$ cat src/rtl/io_pkg.sv
// Shared constants and state types for the CPU I/O bridge and its UART.
package io_pkg;

    localparam logic [3:0] REG_TXDATA = 4'd0;
    localparam logic [3:0] REG_RXDATA = 4'd1;
    localparam logic [3:0] REG_STATUS = 4'd2;
    localparam logic [3:0] REG_DIV_LO = 4'd3;
    localparam logic [3:0] REG_DIV_HI = 4'd4;

    localparam int ST_TX_FULL   = 0;
    localparam int ST_TX_IDLE   = 1;
    localparam int ST_RX_AVAIL  = 2;
    localparam int ST_RX_OVF    = 3;
    localparam int ST_TX_OVF    = 4;
    localparam int ST_FRAME_ERR = 5;

    localparam logic [15:0] MIN_DIV = 16'd4;

    typedef enum logic [1:0] {
        TX_IDLE,
        TX_START,
        TX_DATA,
        TX_STOP
    } tx_state_e;

    typedef enum logic [2:0] {
        RX_IDLE,
        RX_START,
        RX_DATA,
        RX_STOP,
        RX_BREAK
    } rx_state_e;

    function automatic logic [15:0] clamp_div(input logic [15:0] d);
        return (d < MIN_DIV) ? MIN_DIV : d;
    endfunction

endpackage

$ cat src/rtl/io_fifo.sv
// Byte FIFO with combinational head; full/empty judged on pre-cycle state.
module io_fifo #(
    parameter int DEPTH = 8
) (
    input  logic                     clk,
    input  logic                     rst,
    input  logic                     push,
    input  logic                     pop,
    input  logic [7:0]               wdata,
    output logic [7:0]               rdata,
    output logic                     full,
    output logic                     empty,
    output logic [$clog2(DEPTH):0]   count
);
    localparam int AW = $clog2(DEPTH);
    localparam logic [AW:0]   FULL_CNT = DEPTH[AW:0];
    localparam logic [AW:0]   CNT_ONE  = 1;
    localparam logic [AW-1:0] PTR_ONE  = 1;

    logic [7:0]    mem_q [DEPTH];
    logic [AW-1:0] wr_ptr_q, wr_ptr_d, rd_ptr_q, rd_ptr_d;
    logic [AW:0]   count_q, count_d;
    logic          do_push, do_pop;

    always_comb begin
        full     = (count_q == FULL_CNT);
        empty    = (count_q == '0);
        do_push  = push & ~full;
        do_pop   = pop & ~empty;
        wr_ptr_d = wr_ptr_q;
        rd_ptr_d = rd_ptr_q;
        count_d  = count_q;
        if (do_push) wr_ptr_d = wr_ptr_q + PTR_ONE;
        if (do_pop)  rd_ptr_d = rd_ptr_q + PTR_ONE;
        case ({do_push, do_pop})
            2'b10:   count_d = count_q + CNT_ONE;
            2'b01:   count_d = count_q - CNT_ONE;
            default: count_d = count_q;
        endcase
    end

    always_ff @(posedge clk) begin
        if (rst) begin
            wr_ptr_q <= '0;
            rd_ptr_q <= '0;
            count_q  <= '0;
        end else begin
            wr_ptr_q <= wr_ptr_d;
            rd_ptr_q <= rd_ptr_d;
            count_q  <= count_d;
        end
    end

    always_ff @(posedge clk) begin
        if (do_push) mem_q[wr_ptr_q] <= wdata;
    end

    assign rdata = mem_q[rd_ptr_q];
    assign count = count_q;

endmodule

$ cat src/rtl/bus_io_uart.sv
// CPU bus decoder: 16-byte I/O window holding a UART, everything else goes to RAM.
module bus_io_uart
    import io_pkg::*;
#(
    parameter logic [15:0] IO_BASE     = 16'hFFF0,
    parameter int          FIFO_DEPTH  = 8,
    parameter logic [15:0] DEFAULT_DIV = 16'd217
) (
    input  logic        CLOCK,
    input  logic        RESET,
    input  logic [15:0] I_ADDR,
    input  logic [7:0]  I_DATA,
    input  logic        I_WREN,
    output logic [7:0]  O_DATA,
    input  logic [7:0]  RAM_Q,
    output logic        RAM_WREN,
    output logic        UART_TX,
    input  logic        UART_RX
);
    localparam int CW = $clog2(FIFO_DEPTH) + 1;
    localparam logic [15:0] ONE16 = 16'd1;
    localparam logic [15:0] TWO16 = 16'd2;

    logic        io_hit, io_wr;
    logic [3:0]  reg_off;
    logic        wr_tx, wr_rx, wr_status, wr_div_lo, wr_div_hi;
    logic [15:0] div_q, div_d, div_eff;
    logic        rx_ovf_q, rx_ovf_d, tx_ovf_q, tx_ovf_d, frame_err_q, frame_err_d;
    logic [7:0]  status, reg_rdata;

    logic          tx_pop, tx_full, tx_empty;
    logic [7:0]    tx_head;
    logic [CW-1:0] tx_count;
    logic          rx_push, rx_full, rx_empty, frame_set;
    logic [7:0]    rx_head;
    logic [CW-1:0] rx_count;

    tx_state_e   tx_state_q;
    logic [15:0] tx_cnt_q, tx_div_q;
    logic [7:0]  tx_shift_q;
    logic [2:0]  tx_bit_q;
    logic        tx_out_q;

    rx_state_e   rx_state_q;
    logic [15:0] rx_cnt_q, rx_div_q;
    logic [7:0]  rx_shift_q;
    logic [2:0]  rx_bit_q;
    logic        rx_s1_q, rx_s2_q;

    always_comb begin
        io_hit    = (I_ADDR[15:4] == IO_BASE[15:4]);
        reg_off   = I_ADDR[3:0];
        io_wr     = I_WREN & io_hit;
        wr_tx     = io_wr & (reg_off == REG_TXDATA);
        wr_rx     = io_wr & (reg_off == REG_RXDATA);
        wr_status = io_wr & (reg_off == REG_STATUS);
        wr_div_lo = io_wr & (reg_off == REG_DIV_LO);
        wr_div_hi = io_wr & (reg_off == REG_DIV_HI);
        div_eff   = clamp_div(div_q);
    end

    // Sticky flags: a set event in the same cycle as a write-1-clear wins.
    always_comb begin
        div_d = div_q;
        if (wr_div_lo) div_d[7:0]  = I_DATA;
        if (wr_div_hi) div_d[15:8] = I_DATA;
        rx_ovf_d    = (rx_push & rx_full) | (rx_ovf_q & ~(wr_status & I_DATA[ST_RX_OVF]));
        tx_ovf_d    = (wr_tx & tx_full)   | (tx_ovf_q & ~(wr_status & I_DATA[ST_TX_OVF]));
        frame_err_d = frame_set | (frame_err_q & ~(wr_status & I_DATA[ST_FRAME_ERR]));
    end

    always_ff @(posedge CLOCK) begin
        if (RESET) begin
            div_q       <= DEFAULT_DIV;
            rx_ovf_q    <= 1'b0;
            tx_ovf_q    <= 1'b0;
            frame_err_q <= 1'b0;
        end else begin
            div_q       <= div_d;
            rx_ovf_q    <= rx_ovf_d;
            tx_ovf_q    <= tx_ovf_d;
            frame_err_q <= frame_err_d;
        end
    end

    io_fifo #(.DEPTH(FIFO_DEPTH)) u_tx_fifo (
        .clk(CLOCK), .rst(RESET), .push(wr_tx), .pop(tx_pop), .wdata(I_DATA),
        .rdata(tx_head), .full(tx_full), .empty(tx_empty), .count(tx_count)
    );

    io_fifo #(.DEPTH(FIFO_DEPTH)) u_rx_fifo (
        .clk(CLOCK), .rst(RESET), .push(rx_push), .pop(wr_rx), .wdata(rx_shift_q),
        .rdata(rx_head), .full(rx_full), .empty(rx_empty), .count(rx_count)
    );

    // Pop on IDLE or at the end of STOP so back-to-back frames have no gap.
    always_comb begin
        tx_pop = ~tx_empty & ((tx_state_q == TX_IDLE) ||
                              ((tx_state_q == TX_STOP) && (tx_cnt_q == '0)));
    end

    always_ff @(posedge CLOCK) begin
        if (RESET) begin
            tx_state_q <= TX_IDLE;
            tx_cnt_q   <= '0;
            tx_div_q   <= MIN_DIV;
            tx_shift_q <= '0;
            tx_bit_q   <= '0;
            tx_out_q   <= 1'b1;
        end else begin
            case (tx_state_q)
                TX_IDLE: begin
                    tx_out_q <= 1'b1;
                    if (tx_pop) begin
                        tx_state_q <= TX_START;
                        tx_div_q   <= div_eff;
                        tx_cnt_q   <= div_eff - ONE16;
                        tx_shift_q <= tx_head;
                        tx_out_q   <= 1'b0;
                    end
                end
                TX_START: begin
                    if (tx_cnt_q == '0) begin
                        tx_state_q <= TX_DATA;
                        tx_cnt_q   <= tx_div_q - ONE16;
                        tx_bit_q   <= '0;
                        tx_out_q   <= tx_shift_q[0];
                    end else begin
                        tx_cnt_q <= tx_cnt_q - ONE16;
                    end
                end
                TX_DATA: begin
                    if (tx_cnt_q == '0) begin
                        tx_cnt_q <= tx_div_q - ONE16;
                        if (tx_bit_q == 3'd7) begin
                            tx_state_q <= TX_STOP;
                            tx_out_q   <= 1'b1;
                        end else begin
                            tx_bit_q   <= tx_bit_q + 3'd1;
                            tx_shift_q <= {1'b0, tx_shift_q[7:1]};
                            tx_out_q   <= tx_shift_q[1];
                        end
                    end else begin
                        tx_cnt_q <= tx_cnt_q - ONE16;
                    end
                end
                TX_STOP: begin
                    if (tx_cnt_q == '0) begin
                        if (tx_pop) begin
                            tx_state_q <= TX_START;
                            tx_div_q   <= div_eff;
                            tx_cnt_q   <= div_eff - ONE16;
                            tx_shift_q <= tx_head;
                            tx_out_q   <= 1'b0;
                        end else begin
                            tx_state_q <= TX_IDLE;
                            tx_out_q   <= 1'b1;
                        end
                    end else begin
                        tx_cnt_q <= tx_cnt_q - ONE16;
                    end
                end
                default: begin
                    tx_state_q <= TX_IDLE;
                    tx_out_q   <= 1'b1;
                end
            endcase
        end
    end

    always_ff @(posedge CLOCK) begin
        if (RESET) begin
            rx_s1_q <= 1'b1;
            rx_s2_q <= 1'b1;
        end else begin
            rx_s1_q <= UART_RX;
            rx_s2_q <= rx_s1_q;
        end
    end

    always_comb begin
        rx_push   = (rx_state_q == RX_STOP) && (rx_cnt_q == '0) && rx_s2_q;
        frame_set = (rx_state_q == RX_STOP) && (rx_cnt_q == '0) && !rx_s2_q;
    end

    // The start-bit wait is two short of div/2: edge detection already cost that much.
    always_ff @(posedge CLOCK) begin
        if (RESET) begin
            rx_state_q <= RX_IDLE;
            rx_cnt_q   <= '0;
            rx_div_q   <= MIN_DIV;
            rx_shift_q <= '0;
            rx_bit_q   <= '0;
        end else begin
            case (rx_state_q)
                RX_IDLE: begin
                    if (!rx_s2_q) begin
                        rx_state_q <= RX_START;
                        rx_div_q   <= div_eff;
                        rx_cnt_q   <= (div_eff >> 1) - TWO16;
                    end
                end
                RX_START: begin
                    if (rx_cnt_q == '0) begin
                        if (rx_s2_q) begin
                            rx_state_q <= RX_IDLE;
                        end else begin
                            rx_state_q <= RX_DATA;
                            rx_cnt_q   <= rx_div_q - ONE16;
                            rx_bit_q   <= '0;
                        end
                    end else begin
                        rx_cnt_q <= rx_cnt_q - ONE16;
                    end
                end
                RX_DATA: begin
                    if (rx_cnt_q == '0) begin
                        rx_shift_q <= {rx_s2_q, rx_shift_q[7:1]};
                        rx_cnt_q   <= rx_div_q - ONE16;
                        if (rx_bit_q == 3'd7) rx_state_q <= RX_STOP;
                        else                  rx_bit_q   <= rx_bit_q + 3'd1;
                    end else begin
                        rx_cnt_q <= rx_cnt_q - ONE16;
                    end
                end
                RX_STOP: begin
                    if (rx_cnt_q == '0) rx_state_q <= rx_s2_q ? RX_IDLE : RX_BREAK;
                    else                rx_cnt_q   <= rx_cnt_q - ONE16;
                end
                RX_BREAK: begin
                    if (rx_s2_q) rx_state_q <= RX_IDLE;
                end
                default: rx_state_q <= RX_IDLE;
            endcase
        end
    end

    always_comb begin
        status = {2'b00, frame_err_q, tx_ovf_q, rx_ovf_q, (rx_count != '0),
                  (tx_count == '0) && (tx_state_q == TX_IDLE), tx_full};
        case (reg_off)
            REG_RXDATA: reg_rdata = rx_empty ? 8'h00 : rx_head;
            REG_STATUS: reg_rdata = status;
            REG_DIV_LO: reg_rdata = div_q[7:0];
            REG_DIV_HI: reg_rdata = div_q[15:8];
            default:    reg_rdata = 8'h00;
        endcase
    end

    assign O_DATA   = io_hit ? reg_rdata : RAM_Q;
    assign RAM_WREN = I_WREN & ~io_hit;
    assign UART_TX  = tx_out_q;

endmodule

$ cat config.mk
export PLATFORM = sky130hd
export DESIGN_NAME = bus_io_uart
export DESIGN_NICKNAME = d
export VERILOG_FILES = /design/src/rtl/io_pkg.sv /design/src/rtl/io_fifo.sv /design/src/rtl/bus_io_uart.sv
export SDC_FILE = /design/constraint.sdc
export NUM_CORES = 1
export LEC_CHECK = 0
export BUFFER_PORTS_ARGS = -buffer_cell sky130_fd_sc_hd__clkbuf_2
export CORE_MARGIN = 10
export CORE_UTILIZATION = 60
export DETAILED_ROUTE_END_ITERATION = 16
export PLACE_DENSITY = 0.77
export SLEW_MARGIN = 10
export SYNTH_ARGS = -nofsm -noshare
export SYNTH_HDL_FRONTEND = slang
export SYNTH_SLANG_ARGS = --single-unit
$ cat constraint.sdc
create_clock -name CLOCK -period 5.1 [get_ports CLOCK]
set_clock_uncertainty 0.15 [all_clocks]
set_input_delay 1.02 -clock CLOCK [delete_from_list [all_inputs] [get_ports CLOCK]]
set_output_delay 1.02 -clock CLOCK [all_outputs]
set_load 0.05 [all_outputs]
==> Yosys cells after proc, flatten, opt, wreduce, memory -nomap -nowiden <==
Memory sizes are Yosys's and may differ from the RTL's. A register that Yosys moved wholly into a read port is not among the register bits.
Index checks and enable logic that the tools add are counted.
{ "classes": {"n_addsub": 16, "mul": 0, "div": 0, "magnitude_cmp": 1, "eq_ne": 36, "shifts": 0, "n_mux": 63, "bitwise_logic": 32, "reduce_logical": 33} }
{ "op_table": {"columns": ["cell", "count"], "rows": [
  ["2-to-1 mux 16 bit", 11],
  ["subtractor 16 x 1 -> 16 bit, second input constant", 5],
  ["one-hot mux 16 bit (4 select lines)", 1],
  ["2-to-1 mux 3 bit", 18],
  ["2-to-1 mux 8 bit", 6],
  ["one-hot mux 16 bit (3 select lines)", 1],
  ["zero test 16 bit", 2],
  ["one-hot mux 16 bit (2 select lines)", 1],
  ["one-hot mux 8 bit (4 select lines)", 1],
  ["inequality test 2 bit, second input constant", 12],
  ["one-hot mux 8 bit (3 select lines)", 1],
  ["bitwise AND 1 bit", 20],
  ["adder 3 x 1 -> 3 bit, second input constant", 6],
  ["< comparator 16 x 3 -> 1 bit, second input constant", 1],
  ["one-hot mux 4 bit (2 select lines)", 2],
  ["subtractor 15 x 2 -> 16 bit, second input constant", 1],
  ["one-hot mux 3 bit (5 select lines)", 1],
  ["equality test 12 bit, second input constant", 1],
  ["zero test 4 bit", 3],
  ["2-to-1 mux 2 bit", 6],
  ["one-hot mux 3 bit (2 select lines)", 2],
  ["AND reduction 4 bit", 3],
  ["2-to-1 mux 1 bit", 10],
  ["AND reduction 5 bit", 2],
  ["other kinds (29)", 64]
]} }
{ "word_totals": {"reg_bits": 133, "latch_bits": 0, "mem_bits_rw": 128, "mem_bits_ro": 0, "input_bits": 36, "output_inout_bits": 10, "elab_cells": 207, "mem_count": 2} }
{ "memory_table": {"columns": ["memory", "words", "width", "rd", "rd_ports_with_merged_regs", "wr", "line_no", "text"], "rows": [
  ["u_rx_fifo.mem_q", 8, 8, 1, 1, 1, "io_fifo.sv:20", "logic [7:0] mem_q [DEPTH];"],
  ["u_tx_fifo.mem_q", 8, 8, 1, 1, 1, "io_fifo.sv:20", null]
]} }

==> Depth between registers and ports, before layout <==
{ "depth": {"word_depth": 7, "ltp_mapped": 14, "mapped_depth_nobuf": 13} }

==> Hierarchy <==
Synthesis repeated with hierarchy kept, for this count alone.
{ "hier_totals": {"cells_unflattened": 1275, "area_unflattened_um2": 13412.9} }
{ "by_module_without_submodules": {"columns": ["module", "instances", "cells_per_inst", "area_per_inst_um2", "seq_area_each_um2"], "rows": [
  ["bus_io_uart", 1, 940, 7149.4, 2262.2],
  ["io_fifo at u_rx_fifo", 1, 167, 3151.8, 2182.1],
  ["io_fifo at u_tx_fifo", 1, 168, 3111.7, 2182.1]
]} }

==> Worst setup path after synthesis <==
No wires, ideal clock.
{ "synth_path": {"kind": "in2out", "start": "in I_ADDR[0]", "end": "out O_DATA[0]", "arrival_time_ns": 2.385, "t_required_ns": 3.930, "path_slack_ns": 1.545, "cell_stages": 6, "path_buffers": 0, "path_cell_list": "nand2b_1 -> nor3_1 -> nor2b_1 -> a221oi_1 -> o21ai_0 -> a22o_1"} }
{ "synth_between": {"elab_chain_cells": 3, "word_cells_on_any_way": 6, "classes_between": "eq/ne (4); mux (2)"} }
{ "synth_rtl": {"columns": ["element", "line_no", "text"], "rows": [
  ["from (decl)", "bus_io_uart.sv:11", "input logic [15:0] I_ADDR,"],
  ["equality test 4 x 3 -> 1 bit (tied with other cells)", "bus_io_uart.sv:241", "case (reg_off)"],
  ["one-hot mux 8 bit (4 select lines) *", "bus_io_uart.sv:241", null],
  ["2-to-1 mux 8 bit *", "bus_io_uart.sv:250", "assign O_DATA = io_hit ? reg_rdata : RAM_Q;"],
  ["to (decl)", "bus_io_uart.sv:14", "output logic [7:0] O_DATA,"]
]} }
Every way passes the cells marked *; elsewhere a longest branch is shown, timed or not.

==> run_summary.xml <==
<?xml version="1.0" encoding="UTF-8"?>
<metrics>
  <group name="logic_synthesis">
    <metric name="top_ff_cell_synth" unit="">sky130_fd_sc_hd__dfxtp_1</metric>
    <metric name="synthArstFlopShare" unit="%">0</metric>
    <metric name="avgSynthCellArea" unit="um2">10.5</metric>
    <metric name="synth_cell_types" unit="">89</metric>
    <metric name="synthesis.yosys.warnings" unit="">0</metric>
    <metric name="synth_top_area_cell" unit="">sky130_fd_sc_hd__edfxtp_1</metric>
    <metric name="synth.ff_latch_count" unit="">267</metric>
    <metric name="syn-instance-count" unit="">1268</metric>
    <metric name="synth_top_area_share" unit="%">28.8</metric>
    <metric name="synth_area_leaders" unit="">sky130_fd_sc_hd__edfxtp_1, sky130_fd_sc_hd__dfxtp_1, sky130_fd_sc_hd__mux4_2</metric>
    <metric name="number_of_enable_flip_flop_cells_after_synthesis" unit="">128</metric>
    <metric name="synth_sequential_area_ratio" unit="%">49.7</metric>
    <metric name="postSynthNetCount" unit="">1333</metric>
    <metric name="syn_area" unit="mm2">0.0133</metric>
  </group>
  <group name="route">
    <metric name="drc_errors" unit="">0</metric>
    <metric name="postRouteAntennaNets" unit="">0</metric>
    <metric name="drt-initial-drc-count" unit="">823</metric>
    <metric name="route.vias.total" unit="">9877</metric>
    <metric name="detailed_routing_iterations_pass_1" unit="">7</metric>
    <metric name="wirelength" unit="mm">32.2</metric>
    <metric name="post_drt_wl_per_cell" unit="um">20.2</metric>
    <metric name="via_density_per_instance" unit="">6.20</metric>
  </group>
  <group name="final_layout">
    <metric name="share_of_layout_cells_above_drive_strength_1" unit="%">14.3</metric>
    <metric name="layout.core_utilization" unit="%">67.1</metric>
    <metric name="nets" unit="">1355</metric>
    <metric name="area_delta_synth_final" unit="%">9.75</metric>
    <metric name="fillerInstances" unit="">1622</metric>
    <metric name="antenna_cells" unit="">0</metric>
    <metric name="layout_commonest_cell" unit="">sky130_fd_sc_hd__dfxtp_1</metric>
    <metric name="layout_common_cells" unit="">sky130_fd_sc_hd__dfxtp_1, sky130_fd_sc_hd__nand2_1, sky130_fd_sc_hd__edfxtp_1</metric>
    <metric name="stdcell_area" unit="mm2">0.0146</metric>
  </group>
  <group name="place">
    <metric name="port_buffers" unit="">45</metric>
    <metric name="hpwl" unit="mm">21.8</metric>
    <metric name="placed_area" unit="mm2">0.0137</metric>
    <metric name="gpl.final_weighted_congestion" unit="">0.922</metric>
  </group>
  <group name="cts">
    <metric name="tritoncts" unit="">built</metric>
    <metric name="tritoncts_num_sinks" unit="">267</metric>
    <metric name="clk-insertion-delay-late" unit="ns">0.54</metric>
    <metric name="clk_root_buffer_cell" unit="">sky130_fd_sc_hd__clkbuf_16</metric>
    <metric name="cts_max_path_buffers" unit="">3</metric>
    <metric name="number_of_h_tree_branching_levels" unit="">1</metric>
    <metric name="post_cts.resized_instances" unit="">0</metric>
    <metric name="cts.reportedPaths.clkPinSlew" unit="ns">0.06</metric>
    <metric name="post_cts_buffers" unit="">0</metric>
    <metric name="cts_buffers" unit="">28</metric>
    <metric name="cts-hold-fix-buffers" unit="">0</metric>
  </group>
  <group name="timing">
    <metric name="rsz_0062_raised_after_global_routing" unit="">no</metric>
    <metric name="finalHoldViolations" unit="">0</metric>
    <metric name="timing.final.crit_period" unit="ns">4.02</metric>
    <metric name="holdWs" unit="ns">0.276</metric>
    <metric name="setup_viol_count_final" unit="">0</metric>
    <metric name="timing.final.max_slew_violations" unit="">0</metric>
    <metric name="clock.fmax" unit="MHz">249</metric>
    <metric name="worst-slew-pin-transition" unit="ns">1.16</metric>
    <metric name="layout_worst_path_cycle_share" unit="%">78.9</metric>
    <metric name="slew_headroom" unit="%">22.2</metric>
    <metric name="finalSetupTns" unit="ns">0</metric>
  </group>
  <group name="critical_path">
    <metric name="crit_path_top_delay_cell" unit="">sky130_fd_sc_hd__dfxtp_1</metric>
    <metric name="critical_path_buf_inv_count" unit="">2</metric>
    <metric name="arrival" unit="ns">2.85</metric>
    <metric name="timing.critical_path.max_delay_family" unit="">multiplexers</metric>
    <metric name="setup.worst_path.class" unit="">reg2out</metric>
    <metric name="critPathMaxFanout" unit="">9</metric>
    <metric name="crit_path_end_kind" unit="">primary output</metric>
    <metric name="critical_path.cell_chain" unit="">buf_4 -&gt; mux4_2 -&gt; mux2i_1 -&gt; o21ai_0 -&gt; a22o_1 -&gt; clkbuf_2</metric>
    <metric name="worst_ep_required_time" unit="ns">3.93</metric>
    <metric name="critPathLaunchType" unit="">flop</metric>
    <metric name="slowest_delay" unit="ns">0.69</metric>
  </group>
  <group name="floorplan">
    <metric name="dieWidth" unit="um">169</metric>
    <metric name="design.die.area" unit="mm2">0.0286</metric>
    <metric name="die_y" unit="um">169</metric>
    <metric name="design.core.area" unit="mm2">0.0218</metric>
    <metric name="start_util" unit="%">61.1</metric>
    <metric name="floorplan.rows" unit="">54</metric>
    <metric name="top_level_ports" unit="">46</metric>
  </group>
  <group name="pwr">
    <metric name="peakVddDrop" unit="V">0.000292</metric>
    <metric name="leakagePower" unit="nW">5.01</metric>
    <metric name="power.density_cell_area" unit="mW/mm2">331</metric>
  </group>
  <group name="worst_hold_path">
    <metric name="timing.hold.worst.class" unit="">reg2reg</metric>
  </group>
  <group name="global_route">
    <metric name="grt_max_degree" unit="">67</metric>
    <metric name="overflow" unit="">0</metric>
    <metric name="track_usage" unit="%">22.1</metric>
    <metric name="antenna_violations_before_repair" unit="">0</metric>
    <metric name="grt_first_pass_wirelength" unit="mm">51.5</metric>
    <metric name="grt_pass1_vias" unit="">9634</metric>
  </group>
  <group name="run">
    <metric name="drv.max_cap_violation_count" unit="">0</metric>
  </group>
  <group name="run_status">
    <metric name="run_status" unit="">finished, final reports clean</metric>
  </group>
</metrics>
## area by class of cell
| cell class | instances | area [um2] | area share [%] |
|---|---|---|---|
| tap | 280 | 350 | 2.39 |
| sequential | 267 | 6630 | 45.3 |
| clock inverter | 18 | 150 | 1.03 |
| timing repair buffer | 70 | 415 | 2.84 |
| multi-input combinational | 897 | 6240 | 42.6 |
| inverter | 26 | 98.8 | 0.676 |
| clock buffer | 34 | 754 | 5.16 |
## logic make-up after synthesis
| kind of cell | synth area share [%] |
|---|---|
| xor gates and xnor gates | 4.73 |
| buffers and inverters | 3.59 |
| and+or+nand+nor | 16.9 |
| DFF | 49.7 |
| AOI/OAI and AO/OA | 11.5 |
| adders and majority gates | 2.83 |
| muxes | 10.7 |
## power breakdown
part | internal (mW) | leakage, nW | switching (mW)
clock | 1.15 | 0.428 | 0.843
sequential | 2.26 | 2.29 | 0.0313
combinational | 0.184 | 2.29 | 0.369
## path summary, 6_finish.rpt
kind               start                  to  slack, ns  depth (start not counted)
max                 flop           O_DATA[4]       1.08                          6
min              rx_s1_q             rx_s2_q       0.28                          1
max reg2reg  tx_cnt_q[0]  u_tx_fifo.count[3]       1.36                         14
min reg2reg      rx_s1_q             rx_s2_q       0.28                          1
## flip-flops by register name, summed over array words and instances, names as in the netlist, 4 cells and up, named ones only
register	cells
div_q	16
rx_cnt_q	16
rx_div_q	16
rx_shift_q	8
tx_cnt_q	16
tx_div_q	16
tx_shift_q	8
u_rx_fifo.count	4
u_rx_fifo.mem_q	64
u_tx_fifo.count	4
u_tx_fifo.mem_q	64
## routing by layer
layer | GRT usage [%] | wire length, um | vias up
li1 | - | - | 4708
met1 | 27.6 | 13000 | 4775
met2 | 38.9 | 16500 | 336
met3 | 2.71 | 1750 | 58
met4 | 7.02 | 887 | 0
met5 | 0 | 0 | -
## Yosys cell counts, drive strengths merged (3+ instances only)
library cell,number
mux2i,64
xnor2,37
or3,12
a211oi,8
ha,27
o31ai,3
mux4,32
o22ai,13
clkbuf,52
o211ai,5
nand3,32
and3,10
a22oi,7
a21oi,81
a22o,8
inv,25
nor3b,5
nand2b,13
o32ai,7
nand2,137
o21ai,57
a221oi,4
a222oi,4
buf,26
o221ai,5
nand4,10
nor4b,3
dfxtp,139
a31oi,8
and2,8
or2,10
edfxtp,128
nor2,121
xor2,35
nor3,35
or4,11
a21o,4
mux2,6
nor4,26
a21boi,5
nor2b,6
## worst reg2reg max path: stages, from the launching register on
cell                       delay (ns)
sky130_fd_sc_hd__dfxtp_1         0.41
sky130_fd_sc_hd__inv_1           0.07
sky130_fd_sc_hd__ha_1            0.28
sky130_fd_sc_hd__nor3b_2         0.18
sky130_fd_sc_hd__buf_4           0.19
sky130_fd_sc_hd__a31o_2          0.28
sky130_fd_sc_hd__nand2_2         0.20
sky130_fd_sc_hd__clkinv_2        0.37
sky130_fd_sc_hd__ha_1            0.38
sky130_fd_sc_hd__ha_1            0.28
sky130_fd_sc_hd__a21o_1          0.17
sky130_fd_sc_hd__a21oi_1         0.17
sky130_fd_sc_hd__xnor2_1         0.09
sky130_fd_sc_hd__or3_1           0.31
sky130_fd_sc_hd__a21oi_1         0.14
## metrics by stage
step	instances	power [mW]	setup slack (ns)
6_report	1592	4.84	1.08
5_1_grt	1592	5.00	0.893
4_1_cts	1592	4.85	1.02
3_5_place_dp	1540	2.88	0.968
3_3_place_gp	1540	2.87	1.03
2_1_floorplan	1268	2.75	1.55
Note: power is estimated with default switching activity, not from simulation.
